[src/rtl/mem_load_responder.sv]
// Load responder: turns tagged byte-address loads into SRAM reads and returns
// {tag, data} in acceptance order through a response FIFO with backpressure.
module mem_load_responder #(
  parameter int ADDR_WIDTH  = 48,
  parameter int TAG_WIDTH   = 2,
  parameter int SRAM_AWIDTH = 17,
  parameter int FIFO_DEPTH  = 8
) (
  input  logic                   clk,
  input  logic                   rst_n,
  input  logic                   req_mem_ld,
  input  logic [ADDR_WIDTH-1:0]  req_mem_addr,
  input  logic [TAG_WIDTH-1:0]   req_mem_tag,
  output logic                   req_mem_stall,
  output logic                   rsp_mem_push,
  output logic [TAG_WIDTH-1:0]   rsp_mem_tag,
  output logic [63:0]            rsp_mem_q,
  input  logic                   rsp_mem_stall,
  output logic                   sram_rd,
  output logic [SRAM_AWIDTH-1:0] sram_addr,
  input  logic [63:0]            sram_q,
  output logic                   err,
  output logic [31:0]            rsp_count
);

  localparam int PW = (FIFO_DEPTH > 1) ? $clog2(FIFO_DEPTH) : 1;
  localparam int CW = PW + 1;
  localparam int EW = TAG_WIDTH + 64;

  logic [PW-1:0]    wr_ptr;
  logic [PW-1:0]    rd_ptr;
  logic [CW-1:0]    fifo_count;
  logic [CW:0]      occupancy;
  logic [EW-1:0]    fifo_mem [FIFO_DEPTH];

  logic                 inflight_v;
  logic [TAG_WIDTH-1:0] inflight_tag;
  logic                 inflight_err;

  logic        accept;
  logic        addr_err;
  logic        fifo_wr;
  logic        fifo_pop;
  logic [63:0] wr_data;

  // Handshakes: a request transfers on a rising edge with req_mem_ld=1 and
  // req_mem_stall=0; a response transfers on the edge rsp_mem_push is seen high
  // (rsp_mem_stall=0 at an edge lets the next FIFO entry be presented).
  // Stall counts the in-flight slot so a full FIFO can always absorb it.
  assign occupancy     = {1'b0, fifo_count} + {{CW{1'b0}}, inflight_v};
  assign req_mem_stall = ~rst_n | (occupancy >= (CW+1)'(FIFO_DEPTH));
  assign accept        = req_mem_ld & ~req_mem_stall;

  assign sram_rd   = accept;
  assign sram_addr = req_mem_addr[SRAM_AWIDTH+2:3];

  assign addr_err = (req_mem_addr[2:0] != 3'b000) |
                    ((req_mem_addr >> (SRAM_AWIDTH + 3)) != '0);

  assign fifo_wr  = inflight_v;
  assign fifo_pop = (fifo_count != '0) & ~rsp_mem_stall;
  assign wr_data  = inflight_err ? 64'd0 : sram_q;

  always_ff @(posedge clk) begin
    if (fifo_wr) begin
      fifo_mem[wr_ptr] <= {inflight_tag, wr_data};
    end
  end

  // Pop decision uses the pre-write count, so a write into an empty FIFO
  // only becomes visible at the following edge.
  always_ff @(posedge clk or negedge rst_n) begin
    if (!rst_n) begin
      inflight_v   <= 1'b0;
      inflight_tag <= '0;
      inflight_err <= 1'b0;
      wr_ptr       <= '0;
      rd_ptr       <= '0;
      fifo_count   <= '0;
      rsp_mem_push <= 1'b0;
      rsp_mem_tag  <= '0;
      rsp_mem_q    <= '0;
      err          <= 1'b0;
      rsp_count    <= '0;
    end else begin
      inflight_v <= accept;
      if (accept) begin
        inflight_tag <= req_mem_tag;
        inflight_err <= addr_err;
      end
      if (accept && addr_err) begin
        err <= 1'b1;
      end
      if (fifo_wr) begin
        wr_ptr <= wr_ptr + PW'(1);
      end
      if (fifo_pop) begin
        rd_ptr       <= rd_ptr + PW'(1);
        rsp_mem_push <= 1'b1;
        rsp_mem_tag  <= fifo_mem[rd_ptr][EW-1:64];
        rsp_mem_q    <= fifo_mem[rd_ptr][63:0];
        rsp_count    <= rsp_count + 32'd1;
      end else begin
        rsp_mem_push <= 1'b0;
      end
      fifo_count <= fifo_count + CW'(fifo_wr) - CW'(fifo_pop);
    end
  end

endmodule

[config.mk]
export PLATFORM = sky130hd
export DESIGN_NAME = mem_load_responder
export DESIGN_NICKNAME = d
export VERILOG_FILES = /design/src/rtl/mem_load_responder.sv
export SDC_FILE = /design/constraint.sdc
export NUM_CORES = 1
export LEC_CHECK = 0
export CORE_MARGIN = 5
export CORE_UTILIZATION = 30
export CTS_CLUSTER_SIZE = 30
export DETAILED_ROUTE_END_ITERATION = 7
export GPL_TIMING_DRIVEN = 1
export PLACE_DENSITY = 0.53
export SLEW_MARGIN = 10
export SYNTH_ARGS = -nofsm -noshare
export SYNTH_HDL_FRONTEND = slang
export SYNTH_SLANG_ARGS = --single-unit
[constraint.sdc]
create_clock -name clk -period 14.4 [get_ports clk]
set_clock_uncertainty 0.1 [all_clocks]
set_input_delay 3.6 -clock clk [delete_from_list [all_inputs] [get_ports clk]]
set_output_delay 3.6 -clock clk [all_outputs]
set_load 0.005 [all_outputs]
==> Yosys cells after proc, flatten, opt, wreduce, memory -nomap -nowiden <==
Memories as Yosys holds them, arrays and structs flattened. A register that Yosys moved wholly into a read port is not among the register bits.
Cells that the tools add are included.
{ "word_totals": {"ramBits": 528, "ff_bits": 48, "wordCells": 33, "mem_count": 1} }
{ "classes": {"n_mux": 4, "n_lt_le_gt_ge": 1, "add_sub_neg": 6, "n_reduce_logical": 5, "bitwise_logic": 7} }
{ "mem_list": {"columns": ["name", "depth", "word_bits", "rd", "rd_clocked_by_memory_dff", "wr", "line", "source"], "rows": [
  ["fifo_mem", 8, 66, 1, 1, 1, "34", "logic [EW-1:0] fifo_mem [FIFO_DEPTH];"]
]} }
{ "ops": {"columns": ["op", "count"], "rows": [
  ["64-bit 2-to-1 mux", 1],
  ["48-bit nonzero test", 1],
  ["32-bit by 1-bit adder with 32-bit output, second input constant", 1],
  ["3-bit by 1-bit adder with 3-bit output, second input constant", 2],
  ["4-bit by 1-bit adder with 5-bit output", 1],
  ["5-bit by 4-bit greater-or-equal comparator with 1-bit output, second input constant", 1],
  ["4-bit by 1-bit adder with 4-bit output", 1],
  ["4-bit nonzero test", 1],
  ["4-bit by 1-bit subtractor with 4-bit output", 1],
  ["1-bit 2-to-1 mux", 3],
  ["1-bit inverter", 3],
  ["3-bit nonzero test", 1],
  ["1-bit bitwise AND", 2],
  ["1-bit bitwise OR", 2],
  ["1-bit logical AND", 1],
  ["1-bit logical NOT", 1]
]} }

==> Logic depth before layout (Yosys ltp) <==
{ "depth": {"word_depth": 6, "depth_mapped": 12, "ltp_nobuf": 10} }

==> Worst setup path after synthesis <==
No wires, ideal clock.
{ "synth_path": {"path_type": "input -> output", "startpoint": "in req_mem_ld", "endpoint": "out sram_rd", "arrival_time_ps": 3905, "slack_ps": 6795, "required_time_ps": 10700, "path_buffers": 0, "cell_stages": 2, "cell_sequence": "nand4_1 inv_1"} }
{ "synth_between": {"elab_chain_len": 1} }
{ "synth_lines": {"columns": ["item", "line", "source"], "rows": [
  ["from (decl)", "11", "input logic req_mem_ld,"],
  ["1-bit bitwise AND", "52", "assign accept = req_mem_ld & ~req_mem_stall;"],
  ["to (decl)", "19", "output logic sram_rd,"]
]} }
Every way passes these cells.

==> Worst setup path after layout <==
{ "layout_path": {"startpoint": "in rst_n", "endpoint": "out sram_rd"} }
{ "layout_between": {"elab_chain_len": 4} }
{ "layout_lines": {"columns": ["item", "line", "source"], "rows": [
  ["from (decl)", "10", "input logic rst_n,"],
  ["1-bit inverter", "51", "assign req_mem_stall = ~rst_n | (occupancy >= (CW+1)'(FIFO_DEPTH));"],
  ["1-bit bitwise OR", "51", null],
  ["1-bit inverter", "52", null],
  ["1-bit bitwise AND", "52", null]
]} }
Every way passes these cells.

==> impl.org <==
** Logic synthesis
- Of all cell types, the one taking the most synthesized area is edfxtp_1.
- Yosys instantiated no cell more often than edfxtp_1.
- Most instantiated cells after synthesis :: 528 x edfxtp_1, 117 x mux4_2, 114 x dfrtp_1
- Top area cells in the synthesized netlist :: edfxtp_1 63%, dfrtp_1 11%, mux4_2 11%
- Dividing the synthesized area by the synthesized cell count gives 19.6 µm².
- After synthesis the cells add up to 25000 µm².
- For this run, the register share of the synthesized area comes to 74.7%.
- The number of nets handed over by synthesis was 1412.
- Share of Yosys cell area claimed by the top area cell type :: 63.3%
- Number of enable flip-flop cells after synthesis :: 528
- After synthesis, the share of flip-flops with an asynchronous set or reset is 17.8%.
- The cell count after synthesis came out at 1281.
- In this run, synthesis produced a sequential element count of 642.
- Yosys cell types :: 37
- Dominant register cell in the synthesized netlist :: edfxtp_1
- During synthesis, Yosys emitted a total of 0 warnings.

** STA
- Setup repair after global routing missed its margin :: no
- For the finished layout, the period the worst path requires is 9.22 ns.
- Max-slew violation count :: 0
- Measured slew at the worst slew-check pin :: 1.08 ns
- After layout, the worst path uses 64.0% of the clock period.
- Based on the critical path, the design can be clocked at up to 0.108 GHz.
- Summed over all failing endpoints, the final setup total negative slack is 0 ns.
- Worst slew margin relative to its limit :: 27.9%
- Hold violation total from the final report :: 0
- Setup violations remaining at the end of the flow were counted as 0.

** Drt
- Once detail routing completed, the nets flagged for antenna violations numbered 0.
- The routed layout has 12300 vias.
- In the routed design, unresolved DRC markers number 0.
- In the final routed layout, each cell accounts on average for 21.7 µm.
- Final wirelength :: 57100 µm
- After detailed routing, the number of vias per cell comes to 4.67.
- Initial detailed-routing violation count :: 704
- DR pass1 iterations :: 5

** CTS
- Clock-pin transition on the worst setup and hold timing paths :: 0.05 ns
- Clk Latency, worst-skew pair :: 0.60 ns
- TritonCTS created 69 clock buffers.
- Number of buffers inserted to repair setup after CTS :: 0
- Gates resized during post-CTS repair numbered 0.
- The cell sitting at the root of the clock tree is a clkbuf_16.
- Maximum level of the CTS H-tree :: 3
- Number of hold buffers added after CTS :: 0
- TritonCTS clock tree :: done
- Largest buffer count on any clock path :: 3
- Number of sinks handled by clock tree synthesis :: 642

** Finish
- Counting the fill cells in the layout gives 7651.
- Finished Cell Area :: 30500 µm²
- Final antenna diode count :: 0
- Once layout is complete, the utilization of the core stands at 36.6%.
- The final layout contains 1630 nets.
- Of the cells placed in the final design, the portion with a size suffix greater than 1 is 17.1%.
- P&R area growth vs syn :: 21.7%

** Place
- Placed cell area :: 28200 µm²
- RePlAce Congestion :: 0.728
- After legalization and detailed placement, the total HPWL measured 32400 µm.
- Input and output buffers added on the ports amount to 202.

** Power
- Static Leakage :: 10.3 nW
- Dividing total power by cell area gives a power density of 179 nW/µm².
- Across the VDD grid, the largest voltage drop is 0.0000951 V.

** Floorplan
- The die is 299 µm tall.
- Floorplan die area :: 89400 µm²
- Number of top-level pins :: 237
- Initial core utilization :: 30.1%
- Number of core rows :: 106
- The region available for standard cell placement spans 83300 µm².
- From left edge to right edge, the die measures 299 µm.

** Global routing
- Global route total overflow :: 0
- Vias in the first global route :: 13300
- Global routing consumed, over all layers together, 12.7% of the routing resources.
- Number of antenna violations at the first check in global routing :: 3
- The first global-routing pass estimated 86100 µm of wire.
- Entering global routing, the biggest net connects 78 pins.

** Critical path
- Category of the worst setup path launch point :: input pin
- R2R depth :: 4
- CP Capture Type :: output port
- Data on the critical path is required at its endpoint by 10.70 ns.
- STA puts the critical path data arrival time at 5.52 ns.
- Along the worst path, the maximum fanout reaches 61.
- The critical path is of the input pin to output port type.

** Status
- The flow ran to the end, and the final reports show no timing, DRC or antenna violations.

** Flow run
- Across the run, the number of max-cap violations was 0.

** Worst hold path
- Counting instances, the worst hold path has a depth of 1.
- Path class of the lowest-slack min-delay path :: register to register
-- kinds of logic after synthesis --
| family | after synthesis | share of synthesized area (%) |
|---|---|---|
| DFF | 642 | 74.7 |
| and+or+nand+nor | 223 | 4.68 |
| muxes | 204 | 15.0 |
| buffers and inverters | 92 | 2.23 |
| AOI/OAI and AO/OA | 69 | 1.40 |
| xor gates and xnor gates | 38 | 1.33 |
| adders and majority gates | 13 | 0.679 |
-- layout by cell type, fill, tap and decap left out, drive strengths merged, types with 2 or more instances in the layout --
cell type      count
a21oi             67
and3               6
and4               2
buf               26
bufinv             5
clkbuf           102
clkdlybuf4s50    201
clkinv            11
clkinvlp           3
dfrtp            114
edfxtp           528
ha                12
inv               19
mux2               5
mux2i             67
mux4             132
nand2             15
nand2b             4
nand3             14
nand4             17
nor2              79
nor2b             64
nor3               7
nor4              12
xnor2             27
xor2              11
-- path summary, 6_finish.rpt --
check                               from             to  slack [ns]
max                                rst_n        sram_rd        5.18
min                        rsp_count[31]  rsp_count[31]        0.38
min reg2reg                rsp_count[31]  rsp_count[31]        0.38
min in group asynchronous          rst_n   rsp_count[4]        2.93
max in group asynchronous          rst_n  rsp_mem_q[21]        9.93
max reg2reg                    rd_ptr[0]  rsp_mem_q[11]       11.28
-- worst max-delay path: stages --
cell and delay [ns]:
buf_6 0.51, nand4_1 0.63, inv_1 0.21, clkdlybuf4s50_1 0.52
-- final cells by class --
type / count / area, µm² / share of cell area, %
clock buffers: 102 / 1980 / 6.50
clock inverters: 26 / 339 / 1.11
inverters: 12 / 45.0 / 0.148
multi-input cells: 547 / 5840 / 19.2
flip-flops and latches: 642 / 18700 / 61.4
well taps: 1080 / 1350 / 4.43
repair buffers: 227 / 2210 / 7.25
-- per-layer routing --
layer	vias up	GRT usage (%)	wire (µm)
met2	274	21.3	28000
met3	77	2.51	2940
met4	2	3.41	950
met1	6456	17.0	25200
li1	5489	-	-
met5	-	0	7
-- power breakdown --
| group | leakage, nW | switching (mW) | internal, mW | total, mW |
|---|---|---|---|---|
| Clock | 1.12 | 0.729 | 1.06 | 1.79 |
| Combinational | 2.96 | 0.531 | 0.715 | 1.25 |
| Sequential | 6.25 | 0.232 | 2.20 | 2.44 |
| Total | 10.3 | 1.49 | 3.98 | 5.47 |
-- registers in the layout, summed over array words and instances (netlist names) --
signal / flops
wr_ptr: 3
rsp_mem_tag: 2
inflight_err: 1
rsp_count: 32
fifo_wr: 1
inflight_tag: 2
rd_ptr: 3
rsp_mem_push: 1
rsp_mem_q: 64
fifo_mem: 528
err: 1
fifo_count: 4
-- per-stage QoR --
stage / setup slack [ns] / hold slack, ns / std cells / power (mW)
6_report: 5.18 / 0.381 / 2636 / 5.47
5_1_grt: 4.92 / 0.417 / 2636 / 5.76
4_1_cts: 5.00 / 0.391 / 2636 / 5.59
3_5_place_dp: 4.99 / 0.380 / 2508 / 3.77
3_3_place_gp: 4.99 / 0.366 / 2508 / 3.76
2_1_floorplan: 6.80 / 0.358 / 1281 / 3.26
Note: power is estimated with default switching activity, not from simulation.
